**config.mk**
```make
export PLATFORM = sky130hd
export DESIGN_NAME = fetch_queue
export DESIGN_NICKNAME = d
export VERILOG_FILES = /design/src/rtl/fetch_queue_pkg.sv /design/src/rtl/fetch_fifo.sv /design/src/rtl/fetch_queue_chk.sv /design/src/rtl/fetch_queue.sv
export SDC_FILE = /design/constraint.sdc
export NUM_CORES = 1
export LEC_CHECK = 0
export CORE_ASPECT_RATIO = 1.2
export CORE_MARGIN = 4
export CORE_UTILIZATION = 45
export DETAILED_ROUTE_END_ITERATION = 10
export GPL_ROUTABILITY_DRIVEN = 0
export PLACE_DENSITY_LB_ADDON = 0.25
export SLEW_MARGIN = 10
export SYNTH_ARGS = -nofsm -noshare
export SYNTH_HDL_FRONTEND = slang
export SYNTH_HIERARCHICAL = 1
export SYNTH_SLANG_ARGS = --single-unit
```
**constraint.sdc**
```tcl
create_clock -name clk -period 10.5 [get_ports clk]
set_input_delay 1.05 -clock clk [delete_from_list [all_inputs] [get_ports clk]]
set_output_delay 1.05 -clock clk [all_outputs]
set_load 0.005 [all_outputs]
```
**src/rtl/fetch_queue_pkg.sv**
```systemverilog
// Shared types and constants for the instruction fetch queue.
package fetch_queue_pkg;

    typedef struct packed {
        logic [7:0]  pc;
        logic [31:0] instr;
    } fetch_entry_t;

    localparam logic [31:0] NOP_INSTR = 32'h0000_0013;
    localparam logic [7:0]  PC_STEP   = 8'd4;

    typedef enum logic [0:0] {
        RUN   = 1'b0,
        DRAIN = 1'b1
    } fetchq_state_t;

    // Sequential fetch address; wraps naturally at 8 bits.
    function automatic logic [7:0] pc_next(input logic [7:0] pc);
        return pc + PC_STEP;
    endfunction

endpackage

```
**src/rtl/fetch_fifo.sv**
```systemverilog
// Circular buffer of fetch entries with push, pop, clear and simultaneous push+pop.
module fetch_fifo
    import fetch_queue_pkg::*;
#(
    parameter int DEPTH = 4
) (
    input  logic                     clk,
    input  logic                     reset,
    input  logic                     clear,
    input  logic                     push,
    input  logic                     pop,
    input  fetch_entry_t             push_data,
    output fetch_entry_t             head,
    output logic [$clog2(DEPTH):0]   count,
    output logic                     empty,
    output logic                     full
);

    localparam int AW = $clog2(DEPTH);
    localparam int CW = AW + 1;

    fetch_entry_t    mem_r [DEPTH];
    logic [AW-1:0]   rd_ptr_r;
    logic [AW-1:0]   wr_ptr_r;
    logic [CW-1:0]   count_r;
    logic            push_ok_s;
    logic            pop_ok_s;

    assign empty     = (count_r == CW'(0));
    assign full      = (count_r == CW'(DEPTH));
    assign count     = count_r;
    assign head      = mem_r[rd_ptr_r];
    // A full queue still accepts a push when the head leaves in the same cycle.
    assign pop_ok_s  = pop && !empty;
    assign push_ok_s = push && (!full || pop_ok_s);

    // Pointer and occupancy tracking.
    always_ff @(posedge clk) begin
        if (reset || clear) begin
            rd_ptr_r <= AW'(0);
            wr_ptr_r <= AW'(0);
            count_r  <= CW'(0);
        end else begin
            if (push_ok_s) begin
                wr_ptr_r <= wr_ptr_r + AW'(1);
            end
            if (pop_ok_s) begin
                rd_ptr_r <= rd_ptr_r + AW'(1);
            end
            case ({push_ok_s, pop_ok_s})
                2'b10:   count_r <= count_r + CW'(1);
                2'b01:   count_r <= count_r - CW'(1);
                default: count_r <= count_r;
            endcase
        end
    end

    // Entry storage.
    always_ff @(posedge clk) begin
        if (reset) begin
            for (int i = 0; i < DEPTH; i++) begin
                mem_r[i] <= '{pc: 8'h00, instr: NOP_INSTR};
            end
        end else if (push_ok_s) begin
            mem_r[wr_ptr_r] <= push_data;
        end
    end

endmodule

```
**src/rtl/fetch_queue_chk.sv**
```systemverilog
// Assertion checker for the fetch queue credit and response invariants.
module fetch_queue_chk (
    input logic clk,
    input logic reset,
    input logic rsp_run,
    input logic queue_full,
    input logic rvalid,
    input logic outst_zero
);

    // Credits reserve a slot for every request in flight, so a full queue never sees a response.
    a_no_rsp_when_full: assert property (@(posedge clk) disable iff (reset) !(rsp_run && queue_full));

    a_no_unsolicited_rsp: assert property (@(posedge clk) disable iff (reset) !(rvalid && outst_zero));

endmodule

```
**src/rtl/fetch_queue.sv**
```systemverilog
// Instruction fetch queue: issues credited imem requests, buffers responses, drains on redirect.
// Optional same-cycle response bypass when FETCHQ_BYPASS_EN is defined.
module fetch_queue
    import fetch_queue_pkg::*;
#(
    parameter int DEPTH     = 4,
    parameter int MAX_OUTST = 2
) (
    input  logic        clk,
    input  logic        reset,
    output logic        imem_req,
    output logic [7:0]  imem_addr,
    input  logic        imem_gnt,
    input  logic        imem_rvalid,
    input  logic [31:0] imem_rdata,
    input  logic        stall,
    input  logic        flush,
    input  logic [7:0]  redirect_pc,
    output logic        instr_valid,
    output logic [31:0] instr_code,
    output logic [7:0]  PC_count
);

    localparam int CW = $clog2(DEPTH) + 1;
    localparam int OW = $clog2(MAX_OUTST) + 1;

    fetchq_state_t  state_r;
    logic [7:0]     fetch_pc_r;
    logic [7:0]     rsp_pc_r;
    logic [OW-1:0]  outst_r;
    logic [OW-1:0]  discard_r;

    logic           run_s;
    logic           req_s;
    logic           grant_s;
    logic           rsp_run_s;
    logic           bypass_s;
    logic           consume_s;
    logic           push_s;
    logic           pop_s;
    logic [7:0]     credit_s;
    logic [OW-1:0]  drop_cnt_s;
    logic [OW-1:0]  outst_nxt_s;

    fetch_entry_t   push_data_s;
    fetch_entry_t   fifo_head_s;
    logic [CW-1:0]  fifo_count_s;
    logic           fifo_empty_s;
    logic           fifo_full_s;

    assign run_s       = (state_r == RUN);
    assign grant_s     = req_s && imem_gnt;
    assign rsp_run_s   = !reset && run_s && imem_rvalid && !flush;
    assign drop_cnt_s  = outst_r - OW'(imem_rvalid);
    assign outst_nxt_s = outst_r + OW'(grant_s) - OW'(imem_rvalid);
    assign consume_s   = instr_valid && !stall && !flush;
    assign push_s      = rsp_run_s && !(bypass_s && consume_s);
    assign pop_s       = consume_s && !fifo_empty_s;
    assign push_data_s = '{pc: rsp_pc_r, instr: imem_rdata};
    assign imem_req    = req_s;
    assign imem_addr   = fetch_pc_r;

`ifdef FETCHQ_BYPASS_EN
    assign bypass_s = rsp_run_s && fifo_empty_s;
`else
    assign bypass_s = 1'b0;
`endif

    // Request gating: queued plus in-flight entries must fit in the queue.
    always_comb begin
        credit_s = 8'(fifo_count_s) + 8'(outst_r);
        if (!reset && run_s && !flush && (credit_s < 8'(DEPTH)) && (outst_r < OW'(MAX_OUTST))) begin
            req_s = 1'b1;
        end else begin
            req_s = 1'b0;
        end
    end

    // Head presentation: bypassed response, else queue head, else NOP.
    always_comb begin
        if (reset) begin
            instr_valid = 1'b0;
            instr_code  = NOP_INSTR;
            PC_count    = 8'h00;
        end else if (bypass_s) begin
            instr_valid = 1'b1;
            instr_code  = imem_rdata;
            PC_count    = rsp_pc_r;
        end else if (!fifo_empty_s) begin
            instr_valid = 1'b1;
            instr_code  = fifo_head_s.instr;
            PC_count    = fifo_head_s.pc;
        end else begin
            instr_valid = 1'b0;
            instr_code  = NOP_INSTR;
            PC_count    = 8'h00;
        end
    end

    // Fetch control FSM; rsp_pc_r tracks the PC of the oldest live response.
    always_ff @(posedge clk) begin
        if (reset) begin
            state_r    <= RUN;
            fetch_pc_r <= 8'h00;
            rsp_pc_r   <= 8'h00;
            outst_r    <= OW'(0);
            discard_r  <= OW'(0);
        end else if (flush) begin
            fetch_pc_r <= redirect_pc;
            rsp_pc_r   <= redirect_pc;
            outst_r    <= drop_cnt_s;
            discard_r  <= drop_cnt_s;
            state_r    <= (drop_cnt_s != OW'(0)) ? DRAIN : RUN;
        end else begin
            case (state_r)
                RUN: begin
                    if (grant_s) begin
                        fetch_pc_r <= pc_next(fetch_pc_r);
                    end
                    if (imem_rvalid) begin
                        rsp_pc_r <= pc_next(rsp_pc_r);
                    end
                    outst_r <= outst_nxt_s;
                end
                DRAIN: begin
                    if (imem_rvalid) begin
                        outst_r   <= drop_cnt_s;
                        discard_r <= discard_r - OW'(1);
                        if (discard_r == OW'(1)) begin
                            state_r <= RUN;
                        end
                    end
                end
                default: state_r <= RUN;
            endcase
        end
    end

    fetch_fifo #(
        .DEPTH (DEPTH)
    ) u_fifo (
        .clk       (clk),
        .reset     (reset),
        .clear     (flush),
        .push      (push_s),
        .pop       (pop_s),
        .push_data (push_data_s),
        .head      (fifo_head_s),
        .count     (fifo_count_s),
        .empty     (fifo_empty_s),
        .full      (fifo_full_s)
    );

    fetch_queue_chk u_chk (
        .clk        (clk),
        .reset      (reset),
        .rsp_run    (rsp_run_s),
        .queue_full (fifo_full_s),
        .rvalid     (imem_rvalid),
        .outst_zero (outst_r == OW'(0))
    );

endmodule

```
==> results.yml <==
finish:
  fin_nets: 760
  fillerInstances: 1565
  stdcell_area_um2: 10600
  final_cell_mix: "and2_1, edfxtp_1, clkdlybuf4s50_1, mux4_2, dfxtp_1"
  n_antenna_cell: 0
  syn_to_final_growth_pct: 20.3
  final_common_cell: "and2_1"
  layout-drive-gt1-share: 0.140
sta:
  whs_ns: 0.461
  finalSetupTns_ns: 0
  relSlewSlack: 0.234
  worst_pin_slew_ns: 1.15
  finalCritPeriodShare: 0.457
  rsz0062_at_grt: "false"
  hold_violations: 0
  setup_viol: 0
  skew_ns: 0.0108
  fmax_ghz: 0.208
  post-route-min-period_ns: 4.80
  slew_viol_final: 0
critical_path:
  cp.arrival_ns: 4.84
  required_ns: 10.54
  critPathSlowestCell: "nor4_2"
  ff2ff_path_depth: 6
  end_kind: "flop"
  cp_cell_sequence: "clkdlybuf4s50_1 > nor4_2 > nor4b_4 > nor4_4 > buf_4 > or2_2"
  cp-start-kind: "primary input"
  critPathKind: "primary input to flop"
  worst-path-max-fanout: 41
  critPathBufInv: 2
  cpLargestDelayFamily: "simple AND/OR/NAND/NOR gates"
  cp_slowest_stage_delay_ns: 1.10
  cp_num_cells: 6
yosys:
  syn_area_um2: 8790
  syn_area_per_cell_um2: 14.0
  synth_warnings: 6
  syn_nets: 682
  syn_inst: 628
drt:
  vias: 5129
  antenna_left: 0
  routed_wl_mm: 18.1
  highest_layer: "met4"
  drc: 0
  drt_iter0_markers: 312
  wl_met3_um: 958
  drt-vias-per-instance: 5.26
  wire_per_inst_um: 18.6
  wl_met1_mm: 7.44
  dr_wl_met2_mm: 9.53
  first_pass_iters: 4
cts:
  post_cts_buffers: 0
  cts.clk_slew.worst_paths_ns: 0.06
  cts_tree: "done"
  clock_latency_ns: 0.43
  cts_buffers: 17
  clock_sinks: 190
  h-tree-depth: 4
  cts_hold_buf: 0
  root_buffer: "clkbuf_16"
  cts_resized: 0
  clk_path_buf_depth: 2
worst_hold_path:
  hp-class: "flop to flop"
  whs_path_depth: 2
outcome:
  status: "finished clean"
global_route:
  grt_max_degree: 42
  overflow: 0
  grt_first_pass_wirelength_mm: 29.8
  grt_pass1_vias: 5587
  grt_usage: 0.176
  antenna_found_initial: 0
floorplan:
  initial_core_util: 0.461
  rows: 55
  die_y_um: 161
  dieArea_um2: 21900
  coreArea_um2: 19100
  die_x_um: 136
  pin_count: 96
run:
  cap_violations: 0
place:
  hpwlAfterDp_mm: 10.6
  port_buffers: 95
  placed_area_um2: 9990
pwr:
  power_density_nw_per_um2: 152
  ir_worst_vdd_v: 0.000110
  p_leak_uw: 0.00366
==> state kept, by name, indices dropped and copies added (netlist names), named ones only <==
register         cells
u_fifo/wr_ptr_r      2
discard_r            2
outst_r              2
u_fifo/mem_r       160
u_fifo/rd_ptr_r      2
rsp_pc_r             8
state_r              1
u_fifo/count         3
imem_addr            8
==> through the flow <==
| step | power (µW) | cells | setup WS [ns] | util |
|---|---|---|---|---|
| floorplan | 928 | 628 | 6.37 | - |
| global placement | 972 | 943 | 5.37 | 0.524 |
| detailed placement | 977 | 943 | 5.22 | 0.524 |
| CTS | 1620 | 975 | 5.68 | 0.555 |
| global route | 1670 | 975 | 5.34 | 0.555 |
| finish | 1610 | 975 | 5.70 | 0.555 |
==> routing by layer <==
| metal | track usage | up-vias |
|---|---|---|
| met1 | 0.226 | 2555 |
| met5 | 0 | - |
| li1 | - | 2431 |
| met3 | 0.0386 | 11 |
| met2 | 0.302 | 132 |
| met4 | 0.0477 | 0 |
==> worst reg2reg max path, delay by kind of cell (launching register included) <==
family,cells,cell delay [ns]
and+or+nand+nor,5,2.55
DFF,1,0.57
buffers and inverters,1,0.42
==> layout make-up <==
| class | count | area [µm²] | area share |
|---|---|---|---|
| Sequential cell | 190 | 5410 | 0.511 |
| Multi-Input combinational cell | 383 | 3200 | 0.303 |
| Timing Repair Buffer | 102 | 1000 | 0.0948 |
| Clock buffer | 19 | 433 | 0.0409 |
| Tap cell | 256 | 320 | 0.0303 |
| Clock inverter | 13 | 163 | 0.0154 |
| Inverter | 12 | 47.5 | 0.00449 |
==> worst paths after layout <==
kind                                       end                         start  slack (ns)
max          u_fifo/mem_r[2][16]$_SDFFCE_PN0P_                         flush        5.70
min                  imem_addr[1]$_SDFFE_PP0P_     imem_addr[1]$_SDFFE_PP0P_        0.46
max reg2reg  u_fifo/mem_r[2][16]$_SDFFCE_PN0P_  u_fifo/count[0]$_SDFFE_PP0P_        6.56
min reg2reg          imem_addr[1]$_SDFFE_PP0P_     imem_addr[1]$_SDFFE_PP0P_        0.46
==> where the power goes <==
group / internal, µW / switching [µW] / total, µW
clock: 375 / 272 / 647
combinational: 47.5 / 49.5 / 96.9
sequential: 847 / 14.9 / 862
(Power assumes the default switching activity.)
